--- src/rtl/alu_share_ctrl_pkg.sv ---
// Shared types for the shared-ALU controller: FSM states, legal ALU opcodes, opcode check.
// No logic of its own; imported by the controller.
package alu_share_pkg;

  typedef enum logic [1:0] {
    IDLE = 2'd0,
    EXEC = 2'd1,
    RESP = 2'd2
  } state_e;

  localparam logic [3:0] OP_AND   = 4'b0000;
  localparam logic [3:0] OP_OR    = 4'b0001;
  localparam logic [3:0] OP_ADD   = 4'b0010;
  localparam logic [3:0] OP_SUB   = 4'b0110;
  localparam logic [3:0] OP_PASSB = 4'b0111;

  function automatic logic op_legal(input logic [3:0] op);
    logic ok;
    case (op)
      OP_AND, OP_OR, OP_ADD, OP_SUB, OP_PASSB: ok = 1'b1;
      default:                                 ok = 1'b0;
    endcase
    return ok;
  endfunction

endpackage

--- src/rtl/alu_share_ctrl_if.sv ---
// Requester, response and ALU pin bundle; slave = the controller, master = requesters plus ALU.
// Valid/ready on both request and response channels.
interface alu_share_ctrl_if #(parameter int WIDTH = 64);

  logic             req0_valid, req0_ready, req1_valid, req1_ready;
  logic [WIDTH-1:0] req0_a, req0_b, req1_a, req1_b;
  logic [3:0]       req0_op, req1_op;
  logic             rsp0_valid, rsp0_ready, rsp1_valid, rsp1_ready;
  logic [WIDTH-1:0] rsp_result;
  logic             rsp_zero, rsp_err;
  logic [WIDTH-1:0] alu_a, alu_b, alu_result;
  logic [3:0]       alu_ctl;
  logic             alu_zero;
  logic             busy;

  modport slave (
    input  req0_valid, req0_a, req0_b, req0_op,
    input  req1_valid, req1_a, req1_b, req1_op,
    input  rsp0_ready, rsp1_ready, alu_result, alu_zero,
    output req0_ready, req1_ready, rsp0_valid, rsp1_valid,
    output rsp_result, rsp_zero, rsp_err, alu_a, alu_b, alu_ctl, busy
  );

  modport master (
    output req0_valid, req0_a, req0_b, req0_op,
    output req1_valid, req1_a, req1_b, req1_op,
    output rsp0_ready, rsp1_ready, alu_result, alu_zero,
    input  req0_ready, req1_ready, rsp0_valid, rsp1_valid,
    input  rsp_result, rsp_zero, rsp_err, alu_a, alu_b, alu_ctl, busy
  );

endinterface

--- src/rtl/alu_share_ctrl_rr_arb2.sv ---
// Two-input round-robin picker, combinational, zero latency; one-hot grant, none when idle.
// On contention the input that was not served last wins.
module rr_arb2 (
  input  logic [1:0] i_vld,
  input  logic       i_last,
  output logic [1:0] o_gnt
);

  assign o_gnt[0] = i_vld[0] & (~i_vld[1] |  i_last);
  assign o_gnt[1] = i_vld[1] & (~i_vld[0] | ~i_last);

endmodule

--- src/rtl/alu_share_ctrl.sv ---
// Shared-ALU controller: accept (IDLE) -> drive ALU (EXEC) -> respond (RESP), 3 cycles minimum per op.
// Requests stall while busy; RESP holds until the owner's ready. ALU_SHARE_OPCHECK_EN enables illegal-op trapping.
module alu_share_ctrl #(
  parameter int WIDTH = 64
) (
  input  logic            clk,
  input  logic            reset,
  alu_share_ctrl_if.slave bus
);
  import alu_share_pkg::*;

  state_e           r_state, w_state_nxt;
  logic             r_last, r_owner;
  logic [WIDTH-1:0] r_a, r_b, r_result;
  logic [3:0]       r_op;
  logic             r_zero, r_err;
  logic [1:0]       w_gnt;
  logic             w_accept, w_rsp_done, w_legal;

  rr_arb2 u_arb (
    .i_vld  ({bus.req1_valid, bus.req0_valid}),
    .i_last (r_last),
    .o_gnt  (w_gnt)
  );

  assign w_accept   = (r_state == IDLE) && (w_gnt != 2'b00);
  assign w_rsp_done = (r_state == RESP) && (r_owner ? bus.rsp1_ready : bus.rsp0_ready);

`ifdef ALU_SHARE_OPCHECK_EN
  assign w_legal = op_legal(r_op);
`else
  assign w_legal = 1'b1;
`endif

  always_ff @(posedge clk or posedge reset) begin
    if (reset) r_state <= IDLE;
    else       r_state <= w_state_nxt;
  end

  always_comb begin
    w_state_nxt    = r_state;
    bus.req0_ready = 1'b0;
    bus.req1_ready = 1'b0;
    bus.rsp0_valid = 1'b0;
    bus.rsp1_valid = 1'b0;
    bus.alu_a      = '0;
    bus.alu_b      = '0;
    bus.alu_ctl    = 4'b0000;
    case (r_state)
      IDLE: begin
        bus.req0_ready = w_gnt[0];
        bus.req1_ready = w_gnt[1];
        if (w_accept) w_state_nxt = EXEC;
      end
      EXEC: begin
        // An illegal op never reaches the ALU pins
        if (w_legal) begin
          bus.alu_a   = r_a;
          bus.alu_b   = r_b;
          bus.alu_ctl = r_op;
        end
        w_state_nxt = RESP;
      end
      RESP: begin
        bus.rsp0_valid = ~r_owner;
        bus.rsp1_valid =  r_owner;
        if (w_rsp_done) w_state_nxt = IDLE;
      end
      default: w_state_nxt = IDLE;
    endcase
  end

  always_ff @(posedge clk or posedge reset) begin
    if (reset) begin
      r_last   <= 1'b1;
      r_owner  <= 1'b0;
      r_a      <= '0;
      r_b      <= '0;
      r_op     <= 4'b0000;
      r_result <= '0;
      r_zero   <= 1'b0;
      r_err    <= 1'b0;
    end else begin
      if (w_accept) begin
        r_owner <= w_gnt[1];
        r_last  <= w_gnt[1];
        r_a     <= w_gnt[1] ? bus.req1_a  : bus.req0_a;
        r_b     <= w_gnt[1] ? bus.req1_b  : bus.req0_b;
        r_op    <= w_gnt[1] ? bus.req1_op : bus.req0_op;
      end
      if (r_state == EXEC) begin
        r_result <= w_legal ? bus.alu_result : '1;
        r_zero   <= w_legal & bus.alu_zero;
        r_err    <= ~w_legal;
      end
    end
  end

  assign bus.rsp_result = r_result;
  assign bus.rsp_zero   = r_zero;
  assign bus.rsp_err    = r_err;
  assign bus.busy       = (r_state != IDLE);

endmodule
--- src/flat_wrapper.sv ---
// flat-port wrapper written by rule: the top's interface ports become plain ports
module alu_share_ctrl_flat import alu_share_pkg::*;
#(
  parameter int WIDTH = 64
)
  (clk, reset, bus_req0_valid, bus_req0_a, bus_req0_b, bus_req0_op, bus_req1_valid, bus_req1_a, bus_req1_b, bus_req1_op, bus_rsp0_ready, bus_rsp1_ready, bus_alu_result, bus_alu_zero, bus_req0_ready, bus_req1_ready, bus_rsp0_valid, bus_rsp1_valid, bus_rsp_result, bus_rsp_zero, bus_rsp_err, bus_alu_a, bus_alu_b, bus_alu_ctl, bus_busy);
  alu_share_ctrl_if #(.WIDTH(WIDTH)) bus_i ();
  input  logic clk;
  input  logic reset;
  input wire logic [$bits(bus_i.req0_valid)-1:0] bus_req0_valid;
  input wire logic [$bits(bus_i.req0_a)-1:0] bus_req0_a;
  input wire logic [$bits(bus_i.req0_b)-1:0] bus_req0_b;
  input wire logic [$bits(bus_i.req0_op)-1:0] bus_req0_op;
  input wire logic [$bits(bus_i.req1_valid)-1:0] bus_req1_valid;
  input wire logic [$bits(bus_i.req1_a)-1:0] bus_req1_a;
  input wire logic [$bits(bus_i.req1_b)-1:0] bus_req1_b;
  input wire logic [$bits(bus_i.req1_op)-1:0] bus_req1_op;
  input wire logic [$bits(bus_i.rsp0_ready)-1:0] bus_rsp0_ready;
  input wire logic [$bits(bus_i.rsp1_ready)-1:0] bus_rsp1_ready;
  input wire logic [$bits(bus_i.alu_result)-1:0] bus_alu_result;
  input wire logic [$bits(bus_i.alu_zero)-1:0] bus_alu_zero;
  output wire logic [$bits(bus_i.req0_ready)-1:0] bus_req0_ready;
  output wire logic [$bits(bus_i.req1_ready)-1:0] bus_req1_ready;
  output wire logic [$bits(bus_i.rsp0_valid)-1:0] bus_rsp0_valid;
  output wire logic [$bits(bus_i.rsp1_valid)-1:0] bus_rsp1_valid;
  output wire logic [$bits(bus_i.rsp_result)-1:0] bus_rsp_result;
  output wire logic [$bits(bus_i.rsp_zero)-1:0] bus_rsp_zero;
  output wire logic [$bits(bus_i.rsp_err)-1:0] bus_rsp_err;
  output wire logic [$bits(bus_i.alu_a)-1:0] bus_alu_a;
  output wire logic [$bits(bus_i.alu_b)-1:0] bus_alu_b;
  output wire logic [$bits(bus_i.alu_ctl)-1:0] bus_alu_ctl;
  output wire logic [$bits(bus_i.busy)-1:0] bus_busy;
  assign bus_i.req0_valid = bus_req0_valid;
  assign bus_i.req0_a = bus_req0_a;
  assign bus_i.req0_b = bus_req0_b;
  assign bus_i.req0_op = bus_req0_op;
  assign bus_i.req1_valid = bus_req1_valid;
  assign bus_i.req1_a = bus_req1_a;
  assign bus_i.req1_b = bus_req1_b;
  assign bus_i.req1_op = bus_req1_op;
  assign bus_i.rsp0_ready = bus_rsp0_ready;
  assign bus_i.rsp1_ready = bus_rsp1_ready;
  assign bus_i.alu_result = bus_alu_result;
  assign bus_i.alu_zero = bus_alu_zero;
  assign bus_req0_ready = bus_i.req0_ready;
  assign bus_req1_ready = bus_i.req1_ready;
  assign bus_rsp0_valid = bus_i.rsp0_valid;
  assign bus_rsp1_valid = bus_i.rsp1_valid;
  assign bus_rsp_result = bus_i.rsp_result;
  assign bus_rsp_zero = bus_i.rsp_zero;
  assign bus_rsp_err = bus_i.rsp_err;
  assign bus_alu_a = bus_i.alu_a;
  assign bus_alu_b = bus_i.alu_b;
  assign bus_alu_ctl = bus_i.alu_ctl;
  assign bus_busy = bus_i.busy;
  alu_share_ctrl #(.WIDTH(WIDTH)) u_core (.clk(clk), .reset(reset), .bus(bus_i));
endmodule
--- config.mk ---
export PLATFORM = sky130hd
export DESIGN_NAME = alu_share_ctrl_flat
export DESIGN_NICKNAME = d
export VERILOG_FILES = /design/src/rtl/alu_share_ctrl_pkg.sv /design/src/rtl/alu_share_ctrl_if.sv /design/src/rtl/alu_share_ctrl_rr_arb2.sv /design/src/rtl/alu_share_ctrl.sv /design/src/flat_wrapper.sv
export SDC_FILE = /design/constraint.sdc
export NUM_CORES = 1
export LEC_CHECK = 0
export BUFFER_PORTS_ARGS = -buffer_cell sky130_fd_sc_hd__buf_4
export CAP_MARGIN = 20
export CORE_AREA = 5 5 204 206
export DETAILED_ROUTE_END_ITERATION = 7
export DIE_AREA = 0 0 209 211
export GPL_TIMING_DRIVEN = 0
export PLACE_DENSITY = 0.49
export SLEW_MARGIN = 30
export SYNTH_ARGS = -nofsm -noshare
export SYNTH_HDL_FRONTEND = slang
export SYNTH_SLANG_ARGS = --single-unit
--- constraint.sdc ---
create_clock -name clk -period 9.1 [get_ports clk]
set_clock_uncertainty 0.2 [all_clocks]
set_input_delay 0.91 -clock clk [delete_from_list [all_inputs] [get_ports clk]]
set_output_delay 0.91 -clock clk [all_outputs]
set_load 0.1 [all_outputs]
==> summary.md, run 1 <==
| Metric | Value |
|---|---|
| Status | finished, final reports clean |
| Setup Fix Bufs, Post-CTS | 0 |
| Dpl hpwl | around 31,000 um |
| Mapped Area | approximately 10,000 um2 |
| Layout cells sized above 1 | approximately 60% |
| Max Slew Vio Count | 0 |
| RSZ-0062 raised after global routing | false |
| Worst-margin pin slew | ~0.85 ns |
| Hold Crit Class | in2async |
| Inst Count DP | roughly 1,900 |
| Largest family of logic cells by synthesized area | multiplexers |
| Vias per inst | 4.20 |
| Slew Limit Headroom | between 40% and 50% |
| H-Tree Depth | 1 |
| Syn nets | between 1,000 and 1,500 |
| Post-cts sizing count | 0 |
| Total of max-cap violations | 0 |
| Final worst-path cycle share | 46.1% |
| Vias | approximately 8,300 |
| Min setup slack post-route | 4.90 ns |
| GR Util All Layers | between 10% and 20% |
| Fin util | roughly 40% |
| Initial Utilization | 26.0% |
| Die outline width | 209 um |
| Critical path type | reg2out |
| Seq/Total Area, Yosys | just under 50% |
| Crit path required time | 7.99 ns |
| Yosys reg bits | approximately 200 |
| Avg WL per Cell | roughly 19 um |
| Largest net degree at the start of global routing | between 80 and 90 |
| Number of global-route vias before repair | between 9,000 and 10,000 |
| Worst r2r src | u_core.r_state[0] |
| DRC viols | 0 |
| Final RePlAce weighted congestion | between 0.8 and 0.9 |
| Clk buf depth | 3 |
| Non-Filler Instances | between 1,500 and 2,000 |
| Max Clock Freq | 0.238 GHz |
| Reg2reg path depth | 6 |
| Unique masters post-synth | 22 |
| GRT Residual Overflow | 0 |
| Fraction of the mapped netlist area in compound gates | less than 1% |
| Post-route ant nets | 0 |
| Synthesized instance count | 872 |
| Crit path from | u_core.r_state[0] |
| Post-route cell area | between 15,000 and 20,000 um2 |
| Crit path time final | approximately 4.2 ns |
| Die H | ~210 um |
| TritonCTS buffer count | 25 |
| # setup viols final | 0 |
| Iter 0 DRT Violations | between 200 and 300 |
| CP Launch Type | register |
| Hold_buf cts | 0 |
| CP arrival | about 3.1 ns |
| Area grow syn2layout | 54.4% |
| Synth warnings | 0 |
| Post-Synth Adder-Cell Area | 0% |
| Root buffer cell | clkbuf_16 |
| Post-synthesis mux area share | 31.6% |
| Simple-gate share of the synthesized area | 15.6% |
| CP endpoint kind | primary output |
| TritonCTS clock tree | built |
| Global-route wire length before repair | 56,300 um |
| Hold Vio Cnt, Final | 0 |
| Core Box Area | 39,500 um2 |
| Cell row count | 73 |
| First-pass DRT Iterations | 5 |
| Final WL | about 38,000 um |
| Clk_lat worst skew | 0.51 ns |
| Cell Area, Placed | 15,000 um2 |
| # port buffers | 536 |
| Clock transition at the registers of the reported paths | 0.06 ns |
| Xor and xnor area share after synthesis | 0% |
| Max Fanout on Critical Path | 10 |
| DIE AREA | about 44,000 um2 |
| Final net count | 1,772 |
| Pre-CTS setup slack | ~5.2 ns |
| Initial antenna violation count | 0 |
| Fillers | slightly below 4,000 |
| # IOs | about 540 |
| Synthesized area per cell | roughly 12 um2 |
| Clock sink total | approximately 200 |
==> layer usage <==
layer / track usage, % / vias up / wire [um]
met1: 19.3 / 3935 / 15000
li1: - / 3999 / -
met2: 29.2 / 336 / 19300
met5: 0 / - / 0
met3: 5.50 / 43 / 3330
met4: 4.01 / 0 / 826
==> cells by family after synthesis <==
family / after synthesis
and+or+nand+nor: 337
muxes: 265
DFF: 201
buffers and inverters: 63
AOI/OAI and AO/OA: 5
other: 1
==> through the flow <==
| stage | hold WS, ns | setup TNS, ns |
|---|---|---|
| 6_report | 0.185 | 0 |
| 3_3_place_gp | 0.259 | -100.90 |
| 2_1_floorplan | 0.272 | 0 |
| 4_1_cts | 0.162 | 0 |
| 5_1_grt | 0.185 | 0 |
| 3_5_place_dp | 0.263 | 0 |
==> critical path, cell delays in order (launching register included) <==
cell,delay (ns)
dfrtp_1,0.39
nor2b_1,0.13
buf_2,0.25
clkbuf_1,0.67
clkbuf_1,0.51
and2_1,0.29
buf_4,0.32
==> sequential cells by signal, indices dropped and copies added (netlist names) <==
name	count
u_core.r_a	64
u_core.r_state	2
u_core.bus.rsp_result	64
u_core.r_owner	1
u_core.bus.rsp_zero	1
u_core.r_b	64
u_core.r_op	4
u_core.r_last	1
==> path summary, 6_finish.rpt <==
path                       slack, ns                   endpoint
hold reg to reg                 0.27  u_core.bus.rsp_result[63]
setup / recovery                4.90              bus_alu_a[59]
max in group asynchronous       7.74              u_core.r_last
hold / removal                  0.19             u_core.r_b[20]
setup reg to reg                6.60  u_core.bus.rsp_result[44]
min in group clk                0.27  u_core.bus.rsp_result[63]
==> cell usage after synthesis <==
| cell type | n | area share (%) |
|---|---|---|
| buf_6 | 9 | 0.99 |
| a21bo_1 | 1 | 0.097 |
| and2_1 | 132 | 8.0 |
| o21ai_0 | 1 | 0.049 |
| dfrtp_1 | 200 | 49 |
| buf_2 | 15 | 0.73 |
| a21o_1 | 1 | 0.073 |
| nor2_1 | 4 | 0.15 |
| buf_4 | 8 | 0.58 |
| buf_1 | 4 | 0.15 |
| mux2_4 | 69 | 10 |
| clkbuf_1 | 24 | 0.88 |
| conb_1 | 1 | 0.036 |
| inv_1 | 3 | 0.11 |
| nor2b_1 | 2 | 0.12 |
| nor3_1 | 1 | 0.049 |
| o21a_1 | 1 | 0.073 |
| nand2b_1 | 2 | 0.12 |
| mux2_2 | 196 | 21 |
| dfstp_2 | 1 | 0.26 |
| a22o_1 | 1 | 0.085 |
| nand2_1 | 196 | 7.2 |
==> cell type report <==
type / instances / area [um2] / area share [%]
clock buffers: 36 / 727 / 4.58
repair buffers: 538 / 4080 / 25.7
diodes: 1 / 2.50 / 0.0158
well taps: 525 / 657 / 4.14
plain buffers: 60 / 342 / 2.15
multi-input cells: 608 / 4890 / 30.8
inverters: 3 / 18.8 / 0.118
flip-flops and latches: 201 / 5030 / 31.7
clock inverters: 8 / 119 / 0.749
==> layout by cell type (no fill, tap or decap), types with 2 or more instances in the layout <==
master and count:
buf_6 9, clkbuf_8 6, buf_1 4, clkbuf_1 29, buf_2 15, mux2_2 196, nand2b_1 2, inv_1 2
nor2b_1 2, nor2_1 4, buf_16 2, and2_1 132, clkinv_2 4, clkbuf_16 25, bufinv_16 3, buf_4 544
mux2_4 69, nand2_1 196, dfrtp_1 200
Power of run 1 is not shown: default switching activity piles up to over one toggle a cycle in this logic, so the estimate is an artifact.
==> inputs of run 2 (changes only) <==
Clock period 9.1 ns to 4.2 ns, I/O delays scaled along.
==> run 2 against run 1 <==
  * Routed wire length up 3.2%
  * Non-clock buffer count up 72
  * Critical path type unchanged
  * Hold slack worse by 0.14 ns
  * First-iteration DRC count up 22%
  * Critical endpoint is now bus_alu_a[57]
  * Register-to-register slack worse by 4.8 ns
  * Final cell count up 3.4%
  * Core utilization up 2.0 points
  * Largest cell class is now non-clock buffers
==> summary.md, run 2 (same netlist as run 1, synthesis figures left out) <==
| Metric | Value |
|---|---|
| FF-to-FF End | u_core.bus.rsp_result[39] |
| CP arrival | 2.96 ns |
| CP Depth | 6 |
| Worst r2r src | u_core.r_state[0] |
| Number of global-route vias before repair | between 9,000 and 10,000 |
| TritonCTS buffer count | 25 |
| Setup_tns | 0 ns |
| Crit path required time | around 3.6 ns |
| Largest net degree at the start of global routing | 28 |
| Most common cell after layout, fill and taps aside | buf_4 |
| Vias | about 8,700 |
| Min setup slack post-route | a little over 0.6 ns |
| Initial Utilization | a little over a quarter |
| Diode count | 0 |
| Avg WL per Cell | around 19 um |
| DRC viols | 0 |
| M2 GR Usage | between 30 and 40% |
| Iter 0 DRT Violations | 316 |
| Post-cts sizing count | 0 |
| Most frequent cells in the layout | buf_4, dfrtp_1, mux2_2, nand2_1, and2_1 |
| Clk buf depth | 3 |
| Worst-margin pin slew | 0.802 ns |
| Hold Crit Class | in2reg |
| Hold_buf cts | between 60 and 70 |
| Cell row count | 73 |
| Vias per inst | between 4 and 5 |
| Final net count | roughly 1,800 |
| CP peak stage delay | between 0.6 and 0.7 ns |
| DIE AREA | around 44,000 um2 |
| Crit path buf inv count | 4 |
| RSZ-0062 raised after global routing | false |
| Dpl hpwl | about 32,000 um |
| Crit path from | u_core.r_state[0] |
| Hold Vio Cnt, Final | 0 |
| GR Util All Layers | between 10% and 20% |
| CP endpoint kind | primary output |
| CP Launch Type | register |
| Critical Path Slowest Stage Cell | clkbuf_1 |
| Top cell family by delay on the critical path | buffers and inverters |
| Core Box Area | about 40,000 um2 |
| Global-route wire length before repair | ~60,000 um |
| Final worst-path cycle share | between 80% and 90% |
| Area grow syn2layout | 61.9% |
| Initial antenna violation count | 0 |
| FF-to-FF setup slack | roughly 1.8 ns |
| # IOs | 538 |
| Total of max-cap violations | 0 |
| Clk_lat worst skew | between 0.5 and 0.6 ns |
| M3 GR Usage | around 5.1% |
| Die outline width | about 210 um |
| Die H | 211 um |
| Crit path time final | approximately 3.6 ns |
| # port buffers | 536 |
| GR met1 Demand/Resource | 20.7% |
| Max Fanout on Critical Path | 10 |
| H-Tree Depth | 1 |
| Slew Limit Headroom | a little under half |
| Setup Fix Bufs, Post-CTS | 0 |
| Clock sink total | 201 |
| Crit path cell chain | nor2b_1, buf_2, clkbuf_1, clkbuf_1, and2_1, buf_4 |
| Final WL | 39,700 um |
| Root buffer cell | clkbuf_16 |
| Clock transition at the registers of the reported paths | ~0.060 ns |
| Reg2reg path depth | 6 |
| Critical path type | reg2out |
| Final RePlAce weighted congestion | between 0.8 and 0.9 |
| Max Clock Freq | around 0.28 GHz |
| Worst Setup EP | bus_alu_a[57] |
| GRT Max-Usage Layer | met2 |
| First-pass DRT Iterations | 4 |
| Status | finished, final reports clean |
| Post-route ant nets | 0 |
| Max Slew Vio Count | 0 |
| Pre-CTS setup slack | 0.984 ns |
| GRT Residual Overflow | 0 |
| Fin util | between 40% and 50% |
| # setup viols final | 0 |
| TritonCTS clock tree | built |
| Layout cells sized above 1 | 57.9% |
| Most common cell on crit path | clkbuf_1 |
-- run 2: cell count changes in the layout (fill, tap and decap cells not counted) --
| cell | delta |
|---|---|
| clkbuf_1 | -3 |
| diode_2 | -1 |
| clkinv_2 | -2 |
| buf_12 | +7 |
| buf_16 | -1 |
| inv_8 | -1 |
| clkbuf_8 | +2 |
| dlygate4sd3_1 | +66 |
| clkinvlp_4 | +2 |
| inv_6 | -1 |
-- run 2: final cells by class --
type	count	area, um2
plain buffers	60	342
clock buffers	35	743
clock inverters	6	108
fillers	3871	22800
inverters	3	15.0
multi-input cells	608	4890
flip-flops and latches	201	5030
well taps	525	657
repair buffers	610	4850
-- run 2: tightest hold or removal path, stage by stage --
cell and delay (ns):
buf_4 0.09, mux2_2 0.13, o21ai_0 0.07
-- run 2: per-stage QoR --
step           area (um2)  hold slack, ns  cells
6_report            16600          0.0431   2048
5_1_grt             16600          0.0299   2048
4_1_cts             16600          0.0135   2048
3_5_place_dp        15100           0.263   1941
3_3_place_gp        15000           0.261   1933
2_1_floorplan       10300           0.272    872
-- run 2: worst min path at each step --
stage	from	to	cells after the start
after floorplan	u_core.r_a[63]	u_core.r_a[63]	1
after global placement	u_core.bus.rsp_result[61]	u_core.bus.rsp_result[61]	2
after detailed placement	u_core.bus.rsp_result[40]	u_core.bus.rsp_result[40]	2
after CTS	bus_rsp0_ready	u_core.r_state[1]	3
after global routing	bus_rsp0_ready	u_core.r_state[1]	3
final	bus_rsp0_ready	u_core.r_state[1]	3
-- run 2: metal layers --
layer  vias to the layer above  wire [um]
met5                         -          0
met4                         0        561
met3                        39       3140
met2                       327      20200
met1                      4143      15800
li1                       4146          -
Power of run 2 is left out for the same reason.
==> inputs of run 3 (changes only) <==
Settings changed: SYNTH_HIERARCHICAL set to 1.
==> run 3 against run 2 <==
  * Fmax increased by 9.8%
  * Flip-flop and latch count stayed put
  * Routed wire length is 1.7% lower
  * Count of clock-buffer cells in the layout is 1 higher
  * Worst setup slack improved by 0.32 ns
  * First-iteration DRC count decreased by 0.63%
  * Synthesized cell count rose by 0.11%
  * Hold slack got worse by 0.012 ns
  * Critical path type unchanged
  * Highest routed layer unchanged
==> summary.md, run 3 <==
| Metric | Value |
|---|---|
| Slew Limit Headroom | 54.9% |
| CP arrival | about 2.6 ns |
| Synthesized instance count | 873 |
| Final WL | about 39,000 um |
| Asr flop ratio synth | 100% |
| Top cells by count, synth | dfrtp_1, mux2_2, nand2_1 |
| Hold Vio Cnt, Final | 0 |
| Post-synth EDFFs | 0 |
| GR Util All Layers | around 17% |
| Largest cells by area after synthesis | dfrtp_1, mux2_2, mux2_4 |
| Vias | 8,653 |
| Total of max-cap violations | 0 |
| Clock sink total | around 200 |
| DRC viols | 0 |
| Post-route ant nets | 0 |
| Inst Count DP | 1,942 |
| Core Box Area | approximately 39,000 um2 |
| Critical path type | reg2out |
| Top-area cell type share of the netlist area | 48.4% |
| CP peak stage delay | between 0.4 and 0.5 ns |
| Crit path buf inv count | 4 |
| Layout cells sized above 1 | 57.8% |
| CP endpoint kind | primary output |
| Final net count | around 1,800 |
| Clock transition at the registers of the reported paths | 0.06 ns |
| DIE AREA | approximately 44,000 um2 |
| # port buffers | 536 |
| Ys flop type | dfrtp_1 |
| Largest area contributor in the netlist | dfrtp_1 |
| Synthesized area per cell | about 12 um2 |
| Vias per inst | ~4.2 |
| Initial antenna violation count | 1 |
| TritonCTS clock tree | built |
| Max Slew Vio Count | 0 |
| Synth warnings | 6 |
| Non-Filler Instances | just over 2,000 |
| Yosys reg bits | between 200 and 250 |
| CP Launch Type | register |
| Avg WL per Cell | approximately 19 um |
| Top cell family by delay on the critical path | buffers and inverters |
| Root buffer cell | clkbuf_16 |
| Dpl hpwl | a little over 30,000 um |
| H-Tree Depth | 1 |
| Cell Area, Placed | 15,200 um2 |
| TritonCTS buffer count | 26 |
| Number of global-route vias before repair | about 9,400 |
| Crit path cell chain | nor2b_1, buf_2, buf_2, clkbuf_1, and2_1, buf_4 |
| Worst r2r src | u_core/r_last |
| Die outline width | ~210 um |
| Crit path from | u_core/r_state[0] |
| Critical Path Slowest Stage Cell | dfrtp_1 |
| Clk buf depth | 3 |
| HP Start | bus_rsp0_ready |
| Post-cts sizing count | 0 |
| RSZ-0062 raised after global routing | false |
| Syn nets | between 1,000 and 1,500 |
| Clk_lat worst skew | 0.52 ns |
| Diode count | 0 |
| Seq/Total Area, Yosys | 48.7% |
| Final worst-path cycle share | between 70% and 80% |
| # IOs | approximately 540 |
| Max Fanout on Critical Path | 10 |
| Max Clock Freq | 0.306 GHz |
| Mapped Area | a little over 10,000 um2 |
| GRT Residual Overflow | 0 |
| Most frequent cell after synthesis | dfrtp_1 |
| Unique masters post-synth | 23 |
| Crit path required time | 3.58 ns |
| Iter 0 DRT Violations | 314 |
| Most common cell after layout, fill and taps aside | buf_4 |
| Worst-margin pin slew | 0.676 ns |
| Most frequent cells in the layout | buf_4, dfrtp_1, mux2_2, nand2_1, and2_1 |
| Cell row count | 73 |
| Status | finished, final reports clean |
| Initial Utilization | roughly a quarter |
| Fillers | between 3,000 and 4,000 |
| Final RePlAce weighted congestion | 0.871 |
| Crit path time final | between 3 and 4 ns |
| Area grow syn2layout | 61.0% |
| Global-route wire length before repair | 57,900 um |
| Largest net degree at the start of global routing | 28 |
| # setup viols final | 0 |
| First-pass DRT Iterations | 6 |
| Hold Crit Class | in2reg |
| Most common cell on crit path | buf_2 |
| Post-route cell area | 16,700 um2 |
| Die H | roughly 210 um |
-- run 3: cell types whose count changed after synthesis, moves of 2 or more --
cell    delta
buf_2      +7
buf_12     +7
buf_4      -7
buf_6      -6
buf_1      -2
inv_1      +2
-- run 3: cell type report --
class | count | area, um2 | share of cell area, %
sequential | 201 | 5030 | 30.2
multi-input combinational | 607 | 4890 | 29.3
timing repair buffer | 610 | 4840 | 29.1
clock buffer | 36 | 739 | 4.44
tap | 525 | 657 | 3.94
buffer | 60 | 404 | 2.43
clock inverter | 7 | 67.6 | 0.406
inverter | 5 | 22.5 | 0.135
-- run 3: kinds of logic (layout without fill, tap and decap cells) --
| kind of cell | after synthesis | count (layout) | share of synthesized area [%] |
|---|---|---|---|
| compound gates | 6 | 6 | 0.411 |
| flops | 201 | 201 | 48.7 |
| buf+inv | 65 | 718 | 4.09 |
| mux | 265 | 265 | 31.4 |
| simple gates | 335 | 335 | 15.5 |
| other cells | 1 | 1 | 0.0363 |
-- run 3: worst paths after layout --
kind	to	cells past startpoint	slack (ns)
worst min-delay path	u_core/r_state[1]	3	0.03
min in group asynchronous	u_core/bus.rsp_result[17]	3	0.22
max in group asynchronous	u_core/r_a[21]	7	2.52
worst max register to register	u_core/r_a[14]	5	1.86
worst max-delay path	bus_alu_b[56]	6	0.94
worst min register to register	u_core/bus.rsp_result[38]	2	0.27
-- run 3: worst min-delay path, delay by kind of cell --
family / cells / cell delay [ns]
muxes: 1 / 0.13
buffers and inverters: 1 / 0.09
AOI/OAI and AO/OA: 1 / 0.06
-- run 3: routing by layer --
layer,GRT usage [%],wire (um),vias up
met5,0,0,-
met3,3.88,2480,41
met1,20.8,15900,4155
li1,-,-,4154
met4,3.83,878,0
met2,29.9,19800,303
-- run 3: timing repair --
| action | 4_1_cts | 5_1_grt |
|---|---|---|
| hold endpoints to repair | 121 | 0 |
| buffers inserted | 0 | 0 |
| hold buffers | 66 | 0 |
-- run 3: through the flow --
| stage | hold slack, ns | worst slack [ns] | setup TNS (ns) | utilization (%) |
|---|---|---|---|---|
| finish | 0.0313 | 0.937 | 0 | 42.2 |
| global route | 0.0153 | 0.657 | 0 | 42.2 |
| CTS | 0.00611 | 0.765 | 0 | 42.2 |
| detailed placement | 0.202 | 1.36 | 0 | 38.5 |
| global placement | 0.261 | -0.644 | -124.78 | 38.1 |
| floorplan | 0.272 | 0.978 | 0 | - |
Power of run 3 is left out for the same reason.
